$ cat config.mk
export PLATFORM = sky130hd
export DESIGN_NAME = decode_pipe
export DESIGN_NICKNAME = d
export VERILOG_FILES = /design/src/rtl/decode_pkg.sv /design/src/rtl/regfile_2r1w.sv /design/src/rtl/decode_pipe.sv
export SDC_FILE = /design/constraint.sdc
export NUM_CORES = 2
export LEC_CHECK = 0
export CORE_UTILIZATION = 33
export DETAILED_ROUTE_END_ITERATION = 6
export HOLD_SLACK_MARGIN = 0.08
export PLACE_DENSITY = 0.59
export RECOVER_POWER = 50
export SYNTH_ARGS = -nofsm -noshare
export SYNTH_HDL_FRONTEND = slang
export SYNTH_HIERARCHICAL = 1
export SYNTH_SLANG_ARGS = --single-unit
$ cat constraint.sdc
create_clock -name clk -period 2.4 [get_ports clk]
set_input_delay 0.36 -clock clk [delete_from_list [all_inputs] [get_ports clk]]
set_output_delay 0.36 -clock clk [all_outputs]
set_load 0.1 [all_outputs]
$ cat src/rtl/decode_pkg.sv
// Shared constants for the decode stage: opcodes, instruction field
// positions and the NOP encoding.
package decode_pkg;

    // Opcodes (instruction bits [31:26])
    localparam logic [5:0] OP_RTYPE = 6'b000000;
    localparam logic [5:0] OP_LW    = 6'b100011;
    localparam logic [5:0] OP_SW    = 6'b101011;

    // Field positions; register fields are 5 bits wide in the encoding
    localparam int unsigned OP_LSB  = 26;
    localparam int unsigned OP_W    = 6;
    localparam int unsigned RD_LSB  = 21;
    localparam int unsigned RS1_LSB = 16;
    localparam int unsigned RS2_LSB = 11;
    localparam int unsigned IMM_LSB = 0;
    localparam int unsigned IMM_W   = 16;
    localparam int unsigned REG_W   = 5;

    // All-zero word doubles as the bubble/NOP in ID/EX
    localparam logic [31:0] NOP_INSTR = 32'h0000_0000;

endpackage

$ cat src/rtl/regfile_2r1w.sv
// Register bank: two asynchronous read ports, one synchronous write port.
// Entry 0 reads as zero and ignores writes.
module regfile_2r1w #(
    parameter int unsigned XLEN = 32,
    parameter int unsigned NREG = 32,
    localparam int unsigned AW  = (NREG > 1) ? $clog2(NREG) : 1
) (
    input  logic            clk,
    input  logic            rst_n,
    input  logic [AW-1:0]   raddr1,
    output logic [XLEN-1:0] rdata1,
    input  logic [AW-1:0]   raddr2,
    output logic [XLEN-1:0] rdata2,
    input  logic            we,
    input  logic [AW-1:0]   waddr,
    input  logic [XLEN-1:0] wdata
);

    logic [XLEN-1:0] regs_q [NREG];

    // Write port; entry 0 is never written so it stays at its reset value
    always_ff @(posedge clk or negedge rst_n) begin
        if (!rst_n) begin
            for (int i = 0; i < int'(NREG); i++) begin
                regs_q[i] <= '0;
            end
        end else if (we && (waddr != '0)) begin
            regs_q[waddr] <= wdata;
        end
    end

    // Read ports, with address 0 forced to zero
    always_comb begin
        rdata1 = (raddr1 == '0) ? '0 : regs_q[raddr1];
        rdata2 = (raddr2 == '0) ? '0 : regs_q[raddr2];
    end

endmodule

$ cat src/rtl/decode_pipe.sv
// Decode stage: splits the fetched instruction, reads operands (with
// writeback bypass), detects load-use hazards and holds the ID/EX register.
module decode_pipe
    import decode_pkg::*;
#(
    parameter int unsigned XLEN = 32,
    parameter int unsigned NREG = 32,
    localparam int unsigned AW  = (NREG > 1) ? $clog2(NREG) : 1
) (
    input  logic            clk,
    input  logic            rst_n,
    // fetch side
    input  logic [XLEN-1:0] npc_if,
    input  logic [31:0]     ir_if,
    input  logic            valid_if,
    output logic            ready_if,
    // pipeline control
    input  logic            stall_ex,
    input  logic            flush,
    // writeback
    input  logic            wb_we,
    input  logic [AW-1:0]   wb_addr,
    input  logic [XLEN-1:0] wb_data,
    // ID/EX register
    output logic [XLEN-1:0] a,
    output logic [XLEN-1:0] b,
    output logic [XLEN-1:0] imm,
    output logic [XLEN-1:0] npc_id,
    output logic [31:0]     ir_id,
    output logic [AW-1:0]   rd_id,
    output logic            valid_id,
    output logic            hazard
);

    logic [AW-1:0]   rs1, rs2, rd;
    logic [XLEN-1:0] rf_rdata1, rf_rdata2;
    logic            wb_hit1, wb_hit2;

    logic [XLEN-1:0] a_q, a_d, b_q, b_d, imm_q, imm_d, npc_q, npc_d;
    logic [31:0]     ir_q, ir_d;
    logic [AW-1:0]   rd_q, rd_d;
    logic            valid_q, valid_d;

    // Register fields truncated to the bank's address width
    assign rd  = ir_if[RD_LSB  +: AW];
    assign rs1 = ir_if[RS1_LSB +: AW];
    assign rs2 = ir_if[RS2_LSB +: AW];

    regfile_2r1w #(
        .XLEN (XLEN),
        .NREG (NREG)
    ) u_regfile (
        .clk    (clk),
        .rst_n  (rst_n),
        .raddr1 (rs1),
        .rdata1 (rf_rdata1),
        .raddr2 (rs2),
        .rdata2 (rf_rdata2),
        .we     (wb_we),
        .waddr  (wb_addr),
        .wdata  (wb_data)
    );

    // Hazard/ready and same-cycle writeback forwarding
    always_comb begin
        hazard   = valid_q && (ir_q[OP_LSB +: OP_W] == OP_LW) && (rd_q != '0) && valid_if &&
                   ((rd_q == rs1) || (rd_q == rs2));
        ready_if = !(stall_ex || hazard);
        wb_hit1  = wb_we && (wb_addr != '0) && (wb_addr == rs1);
        wb_hit2  = wb_we && (wb_addr != '0) && (wb_addr == rs2);
    end

    // ID/EX next state, priority flush > stall > hazard > load
    always_comb begin
        a_d     = a_q;
        b_d     = b_q;
        imm_d   = imm_q;
        npc_d   = npc_q;
        ir_d    = ir_q;
        rd_d    = rd_q;
        valid_d = valid_q;
        if (flush || (!stall_ex && hazard)) begin
            // Squash or bubble; operand fields are don't-care and simply hold
            valid_d = 1'b0;
            ir_d    = NOP_INSTR;
            rd_d    = '0;
        end else if (!stall_ex) begin
            a_d     = wb_hit1 ? wb_data : rf_rdata1;
            b_d     = wb_hit2 ? wb_data : rf_rdata2;
            imm_d   = {{(XLEN-IMM_W){ir_if[IMM_LSB+IMM_W-1]}}, ir_if[IMM_LSB +: IMM_W]};
            npc_d   = npc_if;
            ir_d    = ir_if;
            rd_d    = rd;
            valid_d = valid_if;
        end
    end

    // ID/EX state register
    always_ff @(posedge clk or negedge rst_n) begin
        if (!rst_n) begin
            a_q     <= '0;
            b_q     <= '0;
            imm_q   <= '0;
            npc_q   <= '0;
            ir_q    <= NOP_INSTR;
            rd_q    <= '0;
            valid_q <= 1'b0;
        end else begin
            a_q     <= a_d;
            b_q     <= b_d;
            imm_q   <= imm_d;
            npc_q   <= npc_d;
            ir_q    <= ir_d;
            rd_q    <= rd_d;
            valid_q <= valid_d;
        end
    end

    assign a        = a_q;
    assign b        = b_q;
    assign imm      = imm_q;
    assign npc_id   = npc_q;
    assign ir_id    = ir_q;
    assign rd_id    = rd_q;
    assign valid_id = valid_q;

endmodule

# Yosys cells after proc, flatten, opt, wreduce, memory -nomap -nowiden
# Cells that the tools add are included.
[word_totals]
latch_bits = 0
ram_bits = 0
wordCells = 92
input_bits = 107
ff_bits = 1174
mem_count = 0
romBits = 0
[classes]
n_lt_le_gt_ge = 4
n_bitwise = 5
n_reduce_logical = 19
mul = 0
shifts = 0
div = 0
mux = 19
add_sub_neg = 0
n_eq_ne = 6
[ops]
columns = ["op", "n"]
rows = [
  ["$bwmux W1024", 1],
  ["$mux W32", 11],
  ["$bmux W32 S5", 2],
  ["$demux W32 S5", 1],
  ["$eq A5 B5 Y1", 4],
  ["$ge A6 B6 Y1 const B", 3],
  ["$not A5 Y6", 3],
  ["$logic_not A5 Y1", 2],
  ["$mux W5", 2],
  ["$reduce_bool A5 Y1", 2],
  ["$logic_and A1 B1 Y1", 9],
  ["$eq A6 B6 Y1 const B", 1],
  ["$lt A6 B1 Y1 const B", 1],
  ["$logic_or A1 B1 Y1", 3],
  ["$logic_not A1 Y1", 2],
  ["$mux W1", 2],
  ["$ne A2 B1 Y1 const B", 1],
  ["$not A1 Y1", 2],
  ["$reduce_and A2 Y1", 1],
]

# Longest topological paths before layout
[depth]
ltp_word = 9
depth_mapped = 9

# Modules after synthesis
# The synthesis kept the hierarchy.
[by_module_without_submodules]
columns = ["module", "area_per_inst_um2", "cells_each", "n_inst", "seq_area_each_um2"]
rows = [
  ["regfile_2r1w", 54369.6, 3621, 1, 25624.6],
  ["decode_pipe", 7140.6, 480, 1, 3628.5],
]

# Least setup slack after synthesis
# Ideal clock, no wire load.
[synth_path]
path_kind = "register to output"
startpoint = "register ir_id[21] (netlist name)"
endpoint = "output port ready_if"
path_stages_with_launch = 8
arrival_ns = 3.333
required_ns = 2.040
path_slack_ns = -1.293
cell_sequence = "dfrtp_1 > xnor2_1 > nand3_1 > o22ai_1 > and2_1 > clkbuf_1 > buf_2 > nor2_1"
[synth_lines]
columns = ["element", "line_no", "source"]
rows = [
  ["end: declaration", "decode_pipe.sv:16", "output logic ready_if,"],
]

# Worst setup path after layout
[layout_path]
startpoint = "register ir_q[30] (netlist: ir_id[30])"
endpoint = "output port ready_if"
[layout_between]
elab_chain_cells = 7
[layout_lines]
columns = ["element", "line_no", "source"]
rows = [
  ["start: declaration", "decode_pipe.sv:40", "logic [31:0] ir_q, ir_d;"],
  ["start signal: assignment", "decode_pipe.sv:113", "ir_q <= ir_d;"],
  ["$eq A6 B6 Y1", "decode_pipe.sv:66", "hazard = valid_q && (ir_q[OP_LSB +: OP_W] == OP_LW) && (rd_q != '0) && valid_if &&"],
  ["$logic_and A1 B1 Y1 (4 in a row)", "decode_pipe.sv:66", ""],
  ["$logic_or A1 B1 Y1", "decode_pipe.sv:68", "ready_if = !(stall_ex || hazard);"],
  ["$logic_not A1 Y1", "decode_pipe.sv:68", ""],
]
# Every way passes these cells.

==> impl_metrics.ini <==
[timing]
rsz0062_at_grt = yes
finalSetupViolCount = 3
setup_tns_ns = -0.961
clock_skew_ns = 0.0243
maxSlewHeadroom = -0.204
drv_slew = 44
min_period_ns = 2.89
hold_slack_ns = 0.140
clock.fmax_mhz = 346
setup_slack_ns = -0.493
finalCritPeriodShare = 1.21
hold_viol = 0
tightest_slew_ns = 1.81

[drt]
wl_per_cell_um = 29.7
via_per_inst = 5.71
drtIter0Drc = 3533
vias = 41600
drtPass1Iterations = 7
antenna_left = 0
finalWirelength_um = 216000
drc_errors = 2

[yosys]
syn_area_um2 = 61500
synthCells = 4101
synth_cell_types = 48
synth_compound_area_frac = 0.0475
synth_xor_area_frac = 0.00285
avgSynthCellArea_um2 = 15.0
synthSimpleGateAreaFrac = 0.0182
syn_nets = 4208
synth_top_family_by_area = multiplexers
muxShareOfSynthArea = 0.418
synth-seq-area-share = 0.476
synthAdderAreaFrac = 0
ys_ff_latch = 1169
synth_warnings = 6

[placement]
hpwl_um = 146000
port_buffers = 274
gp_congestion = 0.846

[floorplanning]
die_height_um = 434
start_util = 0.332
core_um2 = 185000
io_pins = 275
die_x_um = 434
fp-row-count = 158
die_area_um2 = 188000

[grt]
grt_pass1_vias = 43100
grt_overflow = 0
grt_max_degree = 100
grt_use_total = 0.228
grt_pass1_wl_um = 312000
antenna_found_initial = 7

[critical_path]
r2r-end = b[18]
cp.arrival_ns = 2.53
cp.required_ns = 2.04
critPathMaxFanout = 3
worstSetupPathType = flip-flop to primary output
critical_path.startpoint = ir_id[30]
worstSetupStartpointType = flip-flop
r2r_start = u_regfile/regs_q[914]
crit_path_end = ready_if
endpoint_kind = primary output
ff2ff_setup_slack_ns = 0.04
r2r_cells = 8

[cells_and_area]
final_common_cell = dfrtp_1
drive_gt1_frac = 0.575
layout_common_cells = dfrtp_1, mux2_2, buf_4
nets = 4796
synthToLayoutAreaGrowth_pct = 24.4
postLayoutCoreUtil = 0.413

[clocking]
clock_latency_ns = 0.81
clock-sinks = 1169
htreeDepth = 4
root_buffer = clkbuf_16
numCtsBuffers = 137
cts_tree = done
clk_pin_slew_ns = 0.06
clock_path_buffers = 3

[min_path]
hold_class = primary input to flip-flop
whs_path_depth = 3

[run_status]
violations = DRC, capacitance limit, slew limit, setup timing
outcome = finished with violations

[pwr]
p_leak_nw = 33.1
power_density_nw_per_um2 = 830
ir_worst_vdd_mv = 0.721

[run]
max_cap_viol_count = 1
synth_stat cells (all sizes together):
| library cell | count | share of area |
|---|---|---|
| nor2b | 72 | 0.0073 |
| nand3 | 5 | 0.00041 |
| nor4 | 3 | 0.00089 |
| a311oi | 64 | 0.0091 |
| nand2 | 80 | 0.0049 |
| nor2 | 22 | 0.0013 |
| a21oi | 1 | 0.000081 |
| o2111ai | 18 | 0.0026 |
| nor3b | 2 | 0.00024 |
| xnor2 | 16 | 0.0023 |
| nand4b | 4 | 0.00057 |
| or3b | 1 | 0.00014 |
| or4 | 4 | 0.00055 |
| a21boi | 1 | 0.00012 |
| mux2 | 1232 | 0.23 |
| clkbuf | 235 | 0.014 |
| nor3 | 4 | 0.00033 |
| dfrtp | 1169 | 0.48 |
| and3 | 1 | 0.00010 |
| and2 | 3 | 0.00031 |
| or2 | 2 | 0.00020 |
| xor2 | 4 | 0.00057 |
| o41ai | 5 | 0.00071 |
| mux2i | 128 | 0.021 |
| o22ai | 11 | 0.0011 |
| buf | 247 | 0.023 |
| a22o | 16 | 0.0023 |
| inv | 7 | 0.00043 |
| or3 | 3 | 0.00031 |
| a221oi | 46 | 0.0065 |
| o21ai | 113 | 0.0094 |
| mux4 | 448 | 0.16 |
| a211oi | 64 | 0.0078 |
| a22oi | 64 | 0.0078 |
| nand4 | 1 | 0.00010 |
| nand2b | 5 | 0.00051 |
per-stage QoR:
step                      instances  power (mW)  setup WS [ns]  area [um2]
after floorplan                4101        37.3       -0.00778       61600
after global placement         7006        42.3         -0.601       71900
after global routing           7275        66.0         -0.574       76500
after detailed placement       7006        42.7         -0.605       71900
final                          7278        63.5         -0.493       76500
after CTS                      7266        63.9         -0.544       76600
routing by layer:
layer	up-vias	part of all wire	track usage
met5	-	0.00012	0
met2	1587	0.47	0.363
met1	22700	0.43	0.310
met4	4	0.036	0.0827
li1	17000	-	-
met3	333	0.065	0.0420
registers in the layout, indices dropped and copies added (netlist names):
| register | count |
|---|---|
| a | 32 |
| b | 32 |
| imm | 16 |
| ir_id | 32 |
| npc_id | 32 |
| u_regfile/regs_q | 1024 |
| valid_id | 1 |
worst min path at each step:
stage / from / slack, ns / end
2_1_floorplan: rst_n / 0.06 / a[0]
3_3_place_gp: rst_n / 0.31 / u_regfile/regs_q[687]
3_5_place_dp: rst_n / 0.31 / u_regfile/regs_q[751]
4_1_cts: ir_if[30] / 0.08 / ir_id[30]
5_1_grt: ir_if[25] / 0.13 / ir_id[25]
6_report: ir_if[25] / 0.14 / ir_id[25]
worst max-delay path, cell delays in order, from the launching register on:
cell	delay, ns
dfrtp_4	0.47
nand4b_1	0.18
or4_4	0.44
a21oi_2	0.14
and2_4	0.19
buf_6	0.10
nor2_4	0.03
buf_12	0.16
logic make-up (layout without fill, tap and decap cells):
logic type / after synthesis / count (layout)
other: 0 / 4
buffers and inverters: 489 / 1182
flip-flops: 1169 / 1169
AND/OR/NAND/NOR: 212 / 212
XOR/XNOR: 20 / 20
AO/OA/AOI/OAI: 403 / 403
multiplexers: 1808 / 1808
repair_timing:
action                                 4_1_cts  5_1_grt
hold buffers                                14        0
resized for setup                            7        8
endpoints found under the hold margin      812        0
pin swaps                                    0        1
cloned                                       0        4
setup buffers                                2        5
setup endpoints to repair                    4       20
where the power goes:
group | internal [mW] | switching (mW)
clock | 12.0 | 8.96
combinational | 8.00 | 8.22
sequential | 23.4 | 2.90
area by class of cell:
| cell class | count | area (um2) |
|---|---|---|
| Sequential cell | 1169 | 29300 |
| Clock inverter | 38 | 528 |
| Timing Repair Buffer | 931 | 9410 |
| Clock buffer | 206 | 4000 |
| Multi-Input combinational cell | 2443 | 30200 |
| Fill cell | 16900 | 109000 |
| Tap cell | 2480 | 3100 |
| Inverter | 7 | 31.3 |
| Antenna cell | 4 | 10.0 |
Power figures use the tool's default switching activity.
